File: config.mk
export PLATFORM = sky130hd
export DESIGN_NAME = pc_sequencer
export DESIGN_NICKNAME = d
export VERILOG_FILES = /design/src/rtl/cpu_pkg.sv /design/src/rtl/cond_eval.sv /design/src/rtl/pc_sequencer.sv
export SDC_FILE = /design/constraint.sdc
export NUM_CORES = 1
export LEC_CHECK = 0
export ABC_AREA = 1
export CAP_MARGIN = 20
export CORE_ASPECT_RATIO = 0.9
export CORE_MARGIN = 3
export CORE_UTILIZATION = 37
export CTS_BUF_LIST = sky130_fd_sc_hd__clkbuf_8
export DETAILED_ROUTE_END_ITERATION = 16
export PLACE_DENSITY = 0.85
export SETUP_SLACK_MARGIN = 0.3
export SLEW_MARGIN = 10
export SYNTH_ARGS = -nofsm -noshare
export SYNTH_HDL_FRONTEND = slang
export SYNTH_SLANG_ARGS = --single-unit
File: constraint.sdc
create_clock -name clk -period 1.6 [get_ports clk]
set_clock_uncertainty 0.2 [all_clocks]
set_input_delay 0.32 -clock clk [delete_from_list [all_inputs] [get_ports clk]]
set_output_delay 0.32 -clock clk [all_outputs]
set_load 0.005 [all_outputs]
File: src/rtl/cpu_pkg.sv
// Shared encodings for the 16-bit core: sequencer states, branch types,
// condition codes and PSR flag bit positions.
package cpu_pkg;

  typedef enum logic [2:0] {
    ST_FETCH      = 3'd0,
    ST_FETCH_WAIT = 3'd1,
    ST_DECODE     = 3'd2,
    ST_EXECUTE    = 3'd3,
    ST_PC_UPDATE  = 3'd4,
    ST_HALT       = 3'd5
  } state_t;

  typedef enum logic [1:0] {
    BR_NONE  = 2'b00,
    BR_BCOND = 2'b01,
    BR_JCOND = 2'b10,
    BR_JAL   = 2'b11
  } br_type_t;

  typedef enum logic [3:0] {
    CC_EQ = 4'b0000,
    CC_NE = 4'b0001,
    CC_CS = 4'b0010,
    CC_CC = 4'b0011,
    CC_HI = 4'b0100,
    CC_LS = 4'b0101,
    CC_GT = 4'b0110,
    CC_LE = 4'b0111,
    CC_FS = 4'b1000,
    CC_FC = 4'b1001,
    CC_LO = 4'b1010,
    CC_HS = 4'b1011,
    CC_LT = 4'b1100,
    CC_GE = 4'b1101,
    CC_UC = 4'b1110,
    CC_NV = 4'b1111
  } cond_t;

  // psr_flags is packed {N,Z,F,L,C}
  localparam int unsigned PSR_N = 4;
  localparam int unsigned PSR_Z = 3;
  localparam int unsigned PSR_F = 2;
  localparam int unsigned PSR_L = 1;
  localparam int unsigned PSR_C = 0;

endpackage

File: src/rtl/cond_eval.sv
// Combinational condition evaluation: cond field against PSR flags -> take.
// Shared by the sequencer (branches/jumps) and the execute unit (Scond).
module cond_eval
  import cpu_pkg::*;
(
  input  logic [3:0] cond,
  input  logic [4:0] psr_flags,
  output logic       take
);

  logic n, z, f, l, c;

  always_comb begin
    n = psr_flags[PSR_N];
    z = psr_flags[PSR_Z];
    f = psr_flags[PSR_F];
    l = psr_flags[PSR_L];
    c = psr_flags[PSR_C];
    take = 1'b0;
    case (cond_t'(cond))
      CC_EQ:   take = z;
      CC_NE:   take = ~z;
      CC_CS:   take = c;
      CC_CC:   take = ~c;
      CC_HI:   take = l;
      CC_LS:   take = ~l;
      CC_GT:   take = n;
      CC_LE:   take = ~n;
      CC_FS:   take = f;
      CC_FC:   take = ~f;
      CC_LO:   take = ~l & ~z;
      CC_HS:   take = l | z;
      CC_LT:   take = ~n & ~z;
      CC_GE:   take = n | z;
      CC_UC:   take = 1'b1;
      default: take = 1'b0;
    endcase
  end

endmodule

File: src/rtl/pc_sequencer.sv
// Multi-cycle fetch/execute controller: owns PC and IR, runs the fetch
// handshake, resolves branches and drives the PC-update datapath.
module pc_sequencer
  import cpu_pkg::*;
#(
  parameter int unsigned      WIDTH    = 16,
  parameter logic [WIDTH-1:0] RESET_PC = '0
) (
  input  logic             clk,
  input  logic             reset_n,
  output logic             instr_req,
  output logic [WIDTH-1:0] instr_addr,
  input  logic             instr_ack,
  input  logic [WIDTH-1:0] instr_in,
  output logic [WIDTH-1:0] ir,
  input  logic [1:0]       br_type,
  input  logic [3:0]       cond,
  input  logic [4:0]       psr_flags,
  input  logic             exec_done,
  input  logic             halt_req,
  input  logic             resume,
  output logic [WIDTH-1:0] pc,
  output logic             jumpEN,
  output logic             jalEN,
  input  logic [WIDTH-1:0] pc_next,
  input  logic [WIDTH-1:0] rlink,
  output logic             link_we,
  output logic [WIDTH-1:0] link_data,
  output logic [2:0]       state_dbg
);

  state_t state, state_nx;
  logic   fetching, ir_load, pc_load, exec_capture;
  logic   take, jump_r, jal_r, link_r;

  cond_eval u_cond_eval (
    .cond      (cond),
    .psr_flags (psr_flags),
    .take      (take)
  );

  always_ff @(posedge clk or negedge reset_n) begin
    if (!reset_n) begin
      state     <= ST_FETCH;
      pc        <= RESET_PC;
      ir        <= '0;
      jump_r    <= 1'b0;
      jal_r     <= 1'b0;
      link_r    <= 1'b0;
      link_data <= '0;
    end else begin
      state <= state_nx;
      if (ir_load)      ir <= instr_in;
      if (pc_load)      pc <= pc_next;
      if (exec_capture) begin
        jump_r <= (br_type == BR_BCOND) & take;
        jal_r  <= (br_type == BR_JAL) | ((br_type == BR_JCOND) & take);
        link_r <= (br_type == BR_JAL);
      end
      if (link_we) link_data <= rlink;
    end
  end

  always_comb begin
    state_nx     = ST_FETCH;
    fetching     = 1'b0;
    ir_load      = 1'b0;
    pc_load      = 1'b0;
    exec_capture = 1'b0;
    jumpEN       = 1'b0;
    jalEN        = 1'b0;
    link_we      = 1'b0;
    case (state)
      ST_FETCH: begin
        fetching = 1'b1;
        if (instr_ack) begin
          ir_load  = 1'b1;
          state_nx = ST_DECODE;
        end else begin
          state_nx = ST_FETCH_WAIT;
        end
      end
      ST_FETCH_WAIT: begin
        fetching = 1'b1;
        if (instr_ack) begin
          ir_load  = 1'b1;
          state_nx = ST_DECODE;
        end else begin
          state_nx = ST_FETCH_WAIT;
        end
      end
      ST_DECODE: begin
        // With both enables low the datapath returns pc+1, so WAIT still advances the PC
        if (halt_req) begin
          pc_load  = 1'b1;
          state_nx = ST_HALT;
        end else begin
          state_nx = ST_EXECUTE;
        end
      end
      ST_EXECUTE: begin
        if (exec_done) begin
          exec_capture = 1'b1;
          state_nx     = ST_PC_UPDATE;
        end else begin
          state_nx = ST_EXECUTE;
        end
      end
      ST_PC_UPDATE: begin
        jalEN    = jal_r;
        jumpEN   = jump_r & ~jal_r;
        link_we  = link_r;
        pc_load  = 1'b1;
        state_nx = ST_FETCH;
      end
      ST_HALT: begin
        state_nx = resume ? ST_FETCH : ST_HALT;
      end
      default: state_nx = ST_FETCH;
    endcase
  end

  // Gated with reset_n so an asserted reset drops the request without waiting for a clock
  assign instr_req  = fetching & reset_n;
  assign instr_addr = pc;
  assign state_dbg  = state;

endmodule
==> impl_metrics.toml, run 1 <==
[power_and_ir_drop]
vdd.ir_drop.worst_mv = 0.854
leakagePower_nw = 2.38
finalPower_mw = 8.66
power_density_mw_per_mm2 = 1840

[critical_path]
worstSetupPathType = "reg -> out"
slowest_stage = "dfrtp_2"
cpPeakStageDelay_ns = 0.44
crit_family = "flip-flops"
critPathLaunchType = "flop"
crit_buf_inv = 3
cp_common_cell = "buf_6"
cp_cell_sequence = "buf_4 > nand3_4 > buf_6 > nor2_8 > buf_6"
critical_path_required_ns = 1.08
arrival_ns = 1.26
crit_fanout = 3
critPathCaptureType = "primary output"

[finish]
syn2layout_area_growth_pct = 81.0
final-seq-area_mm2 = 0.00135
n_antenna_cell = 0
utilization_pct = 70.3
final_nets = 490
nFillCells = 453
multi_input_area_mm2 = 0.00115
final_common_cell = "clkdlybuf4s50_1"
final_cell_mix = "57 x clkdlybuf4s50_1, 54 x buf_2, 53 x dfrtp_1"
drive_gt1_share_pct = 56.1

[logic_synthesis]
synth_top_area_share_pct = 52.0
ys_seq_area_share_pct = 52.0
synth_cell_types = 21
ys_warn_count = 0
syn_nets = 283
synth_area_leaders = "dfrtp_1 52%, mux2_2 13%, mux2_4 11%"
syn_area_mm2 = 0.00260
syn_inst = 218
yosys.area.top_type = "dfrtp_1"
yosys_register_bits = 54
syn_avg_cell_area_um2 = 11.9

[sta]
fin_crit_sh_pct = 111
fmax_mhz = 563
hold_viol_final = 54
final.setup.worst_slack_ns = -0.176
rsz0062_at_grt = "yes"
period_minus_slack_ns = 1.78
slew-limit-headroom_pct = 54.2
slew_viol_final = 0
setup_viol = 44
max_slew.worst_pin.slew_ns = 0.687
holdWs_ns = -0.0533

[floorplan]
die_h_um = 85.5
core_area_mm2 = 0.00669
start_util_pct = 38.8
dieWidth_um = 94.3
num_rows = 28
ioPinCount = 136
dieArea_mm2 = 0.00806

[route]
routed_via_density = 4.54
drt_iter0_drc = 61
ant_nets = 0
first_pass_iters = 6
wl_per_cell_um = 16.7
drc_errors = 0
vias = 2344
wl_um = 8600

[placed_design]
place.gp.congestion = 0.908
numPortBuffers = 135
hpwl_um = 5070

[status]
failed_checks = "hold timing, setup timing"
outcome = "finished with violations"

[clock_tree]
cts_buffer_depth = 2
path_clk_slew_ns = 0.10
clk_latency_ns = 0.30
cts-root-buf = "clkbuf_8"
cts_buffers = 5
htree_levels = 2
cts_tree = "built"
cts_num_sinks = 54

[global_route]
grt_usage_pct = 20.5
grt_pass1_wl_um = 12800
grt_pass1_vias = 2506
antenna_found_initial = 0
grt_max_degree = 55
globalRouteOverflowTotal = 0

[worst_hold_path]
worstHoldPathType = "in -> async"

[run]
max_cap_violations = 0
sequential cells by signal, indices dropped and copies added (netlist names):
name	flops
instr_addr	16
ir	16
jal_r	1
jump_r	1
link_data	16
link_r	1
state_dbg	3
cell type report:
type	count	area share (%)
Clock buffer	5	1.46
Clock inverter	3	0.932
Inverter	23	1.84
Multi-Input combinational cell	122	24.5
Sequential cell	54	28.8
Tap cell	90	2.40
Timing Repair Buffer	219	40.1
where the power goes:
group          switching [mW]  internal [mW]  total [mW]
Clock                   0.450          0.470       0.919
Combinational            1.87           3.41        5.28
Sequential              0.411           2.05        2.46
worst paths after layout:
kind                       slack, ns  depth (start not counted)          from       endpoint
max reg2reg                    -0.17                          6  state_dbg[1]  instr_addr[3]
min in group clk                0.31                          1         ir[0]          ir[0]
min reg2reg                     0.31                          1         ir[0]          ir[0]
min                            -0.05                          2       reset_n          ir[6]
max                            -0.18                          5  state_dbg[2]        link_we
max in group asynchronous       0.77                          2       reset_n   state_dbg[2]
Yosys cell counts (all sizes together):
master	number
nor3	2
nand2	32
mux2	48
dfrtp	54
inv	23
nor2	15
o211ai	1
buf	20
o2111ai	1
o21ai	2
nand3b	2
nand3	18
cell families after synthesis:
group | synth area share (%)
AOI/OAI and AO/OA | 1.01
buffers and inverters | 10.1
DFF | 52.0
muxes | 23.6
and+or+nand+nor | 13.3
stage by stage:
| stage | TNS, ns | hold slack (ns) | setup WS, ns | instance area [um^2] | cells |
|---|---|---|---|---|---|
| 2_1_floorplan | -0.0292 | -0.176 | -0.00292 | 2640 | 218 |
| 5_1_grt | -9.02 | 0.00397 | -0.251 | 4700 | 516 |
| 6_report | -5.20 | -0.0533 | -0.176 | 4700 | 516 |
| 3_3_place_gp | -7.21 | 0.265 | -0.236 | 4060 | 440 |
| 3_5_place_dp | -7.95 | 0.284 | -0.309 | 4060 | 440 |
| 4_1_cts | -4.05 | -0.0348 | -0.162 | 4550 | 503 |
repair_timing:
action	CTS	global route
endpoints found under the setup margin	125	125
endpoints found under the hold margin	54	0
gates cloned	2	0
pin swaps	8	10
resized for setup	355	16
buffers inserted	53	13
routing by layer:
layer,vias up,routed length [um],GRT usage [%]
met1,1114,3320,23.6
met5,-,0,0
li1,1120,-,-
met2,100,4490,37.7
met4,0,104,4.72
met3,10,685,5.41
Power figures use the tool's default switching activity.
==> run 2, diff against run 1 <==
Settings changed: CAP_MARGIN 20 to default, RECOVER_POWER from default to 100.
==> impl_metrics.toml, run 2 (synthesis gave the netlist of run 1 again) <==
[placed_design]
hpwl_um = 5070
pre_cts_ws_ns = -0.309
place.gp.congestion = 0.908
numPortBuffers = 135
placed_cell_area_mm2 = 0.00406

[clock_tree]
cts_buffers = 5
cts_buffer_depth = 2
cts_num_sinks = 54
clk_latency_ns = 0.30
cts_tree = "built"
path_clk_slew_ns = 0.10
htree_levels = 2
cts-root-buf = "clkbuf_8"

[finish]
final-seq-area_mm2 = 0.00135
post-route-cell-area_mm2 = 0.00460
final_cell_mix = "57 x clkdlybuf4s50_1, 53 x dfrtp_1, 47 x buf_4"
final_common_cell = "clkdlybuf4s50_1"
drive_gt1_share_pct = 46.5
syn2layout_area_growth_pct = 77.0
final_nets = 490
multi_input_area_mm2 = 0.00115
nFillCells = 483
n_antenna_cell = 0

[route]
drt_iter0_drc = 67
wl_um = 8600
ant_nets = 0
drc_errors = 0
first_pass_iters = 4
wl_per_cell_um = 16.7
routed_via_density = 4.56
vias = 2352

[power_and_ir_drop]
finalPower_mw = 8.39
intPower_mw = 5.67
swShare_pct = 32.4
p_clk_share_pct = 11.0
switching_power_mw = 2.71
pwr-share-seq_pct = 29.2
leakagePower_nw = 2.24
vdd.ir_drop.worst_mv = 0.850
pwr-share-comb_pct = 59.8
power_density_mw_per_mm2 = 1820

[worst_hold_path]
worstHoldPathType = "in -> async"

[critical_path]
worstSetupPathType = "reg -> out"
cp_common_cell = "buf_6"
crit_fanout = 3
cpPeakStageDelay_ns = 0.44
critPathLaunchType = "flop"
critical_path_required_ns = 1.08
cp_cell_sequence = "buf_4 > nand3_4 > buf_6 > nor2_8 > buf_6"
critPathCaptureType = "primary output"
arrival_ns = 1.26
slowest_stage = "dfrtp_2"

[global_route]
grt_pass1_vias = 2506
grt_max_degree = 55
antenna_found_initial = 0
grt_use_met3_pct = 5.41
busiest_layer = "met2"
globalRouteOverflowTotal = 0
grt_pass1_wl_um = 12800
grtUsageMet2_pct = 37.7
grt_use_met1_pct = 23.6
grt_usage_pct = 20.5

[sta]
fin_crit_sh_pct = 111
fmax_mhz = 563
slew-limit-headroom_pct = 19.7
max_slew.worst_pin.slew_ns = 1.20
rsz0062_at_grt = "yes"
slew_viol_final = 0
setup_viol = 43
hold_viol_final = 0
final.setup.worst_slack_ns = -0.176
period_minus_slack_ns = 1.78
fin_setup_tns_ns = -5.28

[floorplan]
core_area_mm2 = 0.00669
start_util_pct = 38.8
die_h_um = 85.5
ioPinCount = 136
dieWidth_um = 94.3
dieArea_mm2 = 0.00806
num_rows = 28

[status]
failed_checks = "setup timing"
outcome = "finished with violations"

[run]
max_cap_violations = 0
-- run 2: worst max-delay path: cells and delay by family, from the launching register on --
| kind | cells | cell delay, ns |
|---|---|---|
| flops | 1 | 0.44 |
| buf+inv | 3 | 0.40 |
| simple gates | 2 | 0.13 |
-- run 2: power by group through the flow --
stage | Sequential, mW | Clock, mW | Combinational (mW)
floorplan | 2.53 | 0 | 1.75
detailed placement | 2.52 | 0 | 3.89
CTS | 2.41 | 0.954 | 4.84
global route | 2.53 | 1.00 | 5.34
finish | 2.45 | 0.921 | 5.02
global placement | 2.49 | 0 | 3.79
-- run 2: stage by stage --
| step | hold WS [ns] | utilization, % | cells |
|---|---|---|---|
| CTS | -0.0348 | 68.0 | 503 |
| floorplan | -0.176 | - | 218 |
| detailed placement | 0.284 | 60.6 | 440 |
| finish | 0.165 | 68.7 | 516 |
| global route | 0.266 | 68.7 | 516 |
| global placement | 0.265 | 60.6 | 440 |
-- run 2: final timing paths --
check / startpoint / to / slack [ns] / cells past startpoint
max: state_dbg[2] / link_we / -0.18 / 5
min: reset_n / ir[6] / 0.16 / 2
max reg2reg: state_dbg[1] / instr_addr[3] / -0.17 / 6
min reg2reg: ir[14] / ir[14] / 0.31 / 1
max in group asynchronous: reset_n / state_dbg[2] / 0.23 / 2
min in group clk: ir[14] / ir[14] / 0.31 / 1
-- run 2: repair_timing --
action / CTS / global route
buffers inserted: 53 / 13
hold endpoints to repair: 54 / 0
pin swaps: 8 / 10
gates resized for setup: 355 / 16
setup endpoints to repair: 125 / 125
gates cloned: 2 / 0
-- run 2: metal layers --
layer	wire, um	part of all wire, %
met1	3320	39
met2	4460	52
met3	681	7.9
met4	136	1.6
met5	0	0
-- run 2: layout make-up --
| class | count | share of cell area [%] |
|---|---|---|
| flip-flops and latches | 54 | 29.4 |
| clock inverters | 3 | 0.952 |
| well taps | 90 | 2.45 |
| multi-input cells | 122 | 25.0 |
| clock buffers | 5 | 1.50 |
| inverters | 23 | 1.88 |
| repair buffers | 219 | 38.9 |
==> run 3, diff against run 2 <==
--- a/config.mk
+++ b/config.mk
@@ -10,6 +10,6 @@
 export CORE_MARGIN = 3
-export CORE_UTILIZATION = 37
+export CORE_UTILIZATION = 30
 export CTS_BUF_LIST = sky130_fd_sc_hd__clkbuf_8
 export DETAILED_ROUTE_END_ITERATION = 16
-export PLACE_DENSITY = 0.85
+export PLACE_DENSITY = 0.72
 export RECOVER_POWER = 100
==> constraint.sdc (replaced) <==
create_clock -name clk -period 1.6 [get_ports clk]
set_clock_uncertainty 0.2 [all_clocks]
set_input_delay 0.16 -clock clk [delete_from_list [all_inputs] [get_ports clk]]
set_output_delay 0.16 -clock clk [all_outputs]
set_load 0.005 [all_outputs]
==> impl_metrics.toml, run 3 (synthesis gave the netlist of run 1 again) <==
[route]
drt-met1-wl_um = 3580
first_pass_iters = 4
drc_errors = 0
top_layer = "met4"
wl_um = 8130
routed_via_density = 4.35
route.met3.wl_um = 444
drt_iter0_drc = 118
vias = 2311
ant_nets = 0
met2_length_um = 4070
wl_per_cell_um = 15.3

[floorplan]
start_util_pct = 31.6
dieArea_mm2 = 0.00981
ioPinCount = 136
core_area_mm2 = 0.00822
num_rows = 31
die_h_um = 94.3
dieWidth_um = 104

[finish]
n_antenna_cell = 0
final_nets = 481
final_common_cell = "clkdlybuf4s50_1"
utilization_pct = 57.1
syn2layout_area_growth_pct = 80.7
final_cell_mix = "63 x clkdlybuf4s50_1, 52 x dfrtp_1, 47 x mux2_4"
instances_no_fill = 531
nFillCells = 723
drive_gt1_share_pct = 41.6

[critical_path]
worstSetupPathType = "reg -> reg"
cp_cell_sequence = "buf_12 > nor3_4 > nand2_4 > nand2_4 > mux2_4"
arrival_ns = 1.70
cp_common_cell = "nand2_4"
crit_buf_inv = 1
crit_fanout = 8
critical_path_required_ns = 1.59
crit_family = "simple AND/OR/NAND/NOR gates"
critPathCaptureType = "flop"
slowest_stage = "dfrtp_2"
cpPeakStageDelay_ns = 0.44
critPathLaunchType = "flop"

[sta]
rsz0062_at_grt = "yes"
holdWs_ns = 0.101
hold_viol_final = 0
fin_setup_tns_ns = -3.36
fmax_mhz = 586
slew-limit-headroom_pct = 9.94
setup_viol = 51
fin_crit_sh_pct = 107
slew_viol_final = 0
max_slew.worst_pin.slew_ns = 1.35
period_minus_slack_ns = 1.71
final.setup.worst_slack_ns = -0.108

[run]
max_cap_violations = 0

[power_and_ir_drop]
p_clk_share_pct = 9.1
pwr-share-comb_pct = 61.2
intPower_mw = 5.59
pwr-share-seq_pct = 29.7
vdd.ir_drop.worst_mv = 0.682
switching_power_mw = 2.66
leakagePower_nw = 2.24
swShare_pct = 32.2
power_density_mw_per_mm2 = 1760
finalPower_mw = 8.25

[clock_tree]
cts_buffers = 5
cts_buffer_depth = 2
htree_levels = 2
path_clk_slew_ns = 0.10
clk_latency_ns = 0.30
cts-root-buf = "clkbuf_8"
cts_num_sinks = 54
cts_tree = "built"

[global_route]
grt_pass1_vias = 2359
globalRouteOverflowTotal = 0
antenna_found_initial = 0
grt_usage_pct = 15.6
grt_pass1_wl_um = 12300
grt_max_degree = 55

[placed_design]
placed_cells = 463
hpwl_um = 5080
place.gp.congestion = 0.934
numPortBuffers = 135

[worst_hold_path]
worstHoldPathType = "in -> async"

[status]
failed_checks = "setup timing"
outcome = "finished with violations"
==> run 3: layout make-up <==
type | count | area (um^2) | share of cell area (%)
sequential | 54 | 1350 | 28.8
tap | 115 | 144 | 3.07
clock buffer | 5 | 68.8 | 1.47
timing repair buffer | 208 | 1790 | 38.2
multi-input combinational | 124 | 1230 | 26.2
inverter | 23 | 91.3 | 1.95
clock inverter | 2 | 13.8 | 0.293
==> run 3: path summary, 6_finish.rpt <==
check                      slack [ns]          from  depth (start not counted)              to
max                             -0.11  state_dbg[2]                          5   instr_addr[9]
min                              0.10       reset_n                          2          ir[13]
max reg2reg                     -0.11  state_dbg[2]                          5   instr_addr[9]
min reg2reg                      0.32  link_data[8]                          1    link_data[8]
max in group asynchronous        0.21       reset_n                          2    state_dbg[1]
min in group clk                 0.26   pc_next[12]                          2  instr_addr[12]
==> run 3: repair_timing <==
item	4_1_cts	5_1_grt
gates resized for setup	260	56
endpoints found under the hold margin	54	54
pin swaps	12	3
setup endpoints to repair	125	106
buffers inserted	45	12
gates cloned	2	2
==> run 3: worst reg2reg max path: stages (launching register included) <==
cell	delay (ns)
dfrtp_2	0.44
buf_12	0.13
nor3_4	0.22
nand2_4	0.12
nand2_4	0.17
mux2_4	0.32
==> run 3: power by group through the flow <==
stage	logic (mW)	registers (mW)	clock network [mW]
after floorplan	1.75	2.53	0
after global placement	3.73	2.49	0
after detailed placement	3.80	2.52	0
after CTS	5.07	2.45	0.781
after global routing	5.38	2.53	0.839
final	5.04	2.45	0.753
==> run 3: per-stage QoR <==
step	area, um^2	setup slack [ns]
floorplan	2620	-0.00292
global placement	4050	-0.150
detailed placement	4050	-0.195
CTS	4740	-0.111
global route	4690	-0.139
finish	4690	-0.108
==> run 3: metal layers <==
layer | global-route usage, % | vias up
met4 | 2.99 | 0
met3 | 3.37 | 2
li1 | - | 1099
met2 | 26.5 | 87
met1 | 20.7 | 1123
met5 | 0 | -
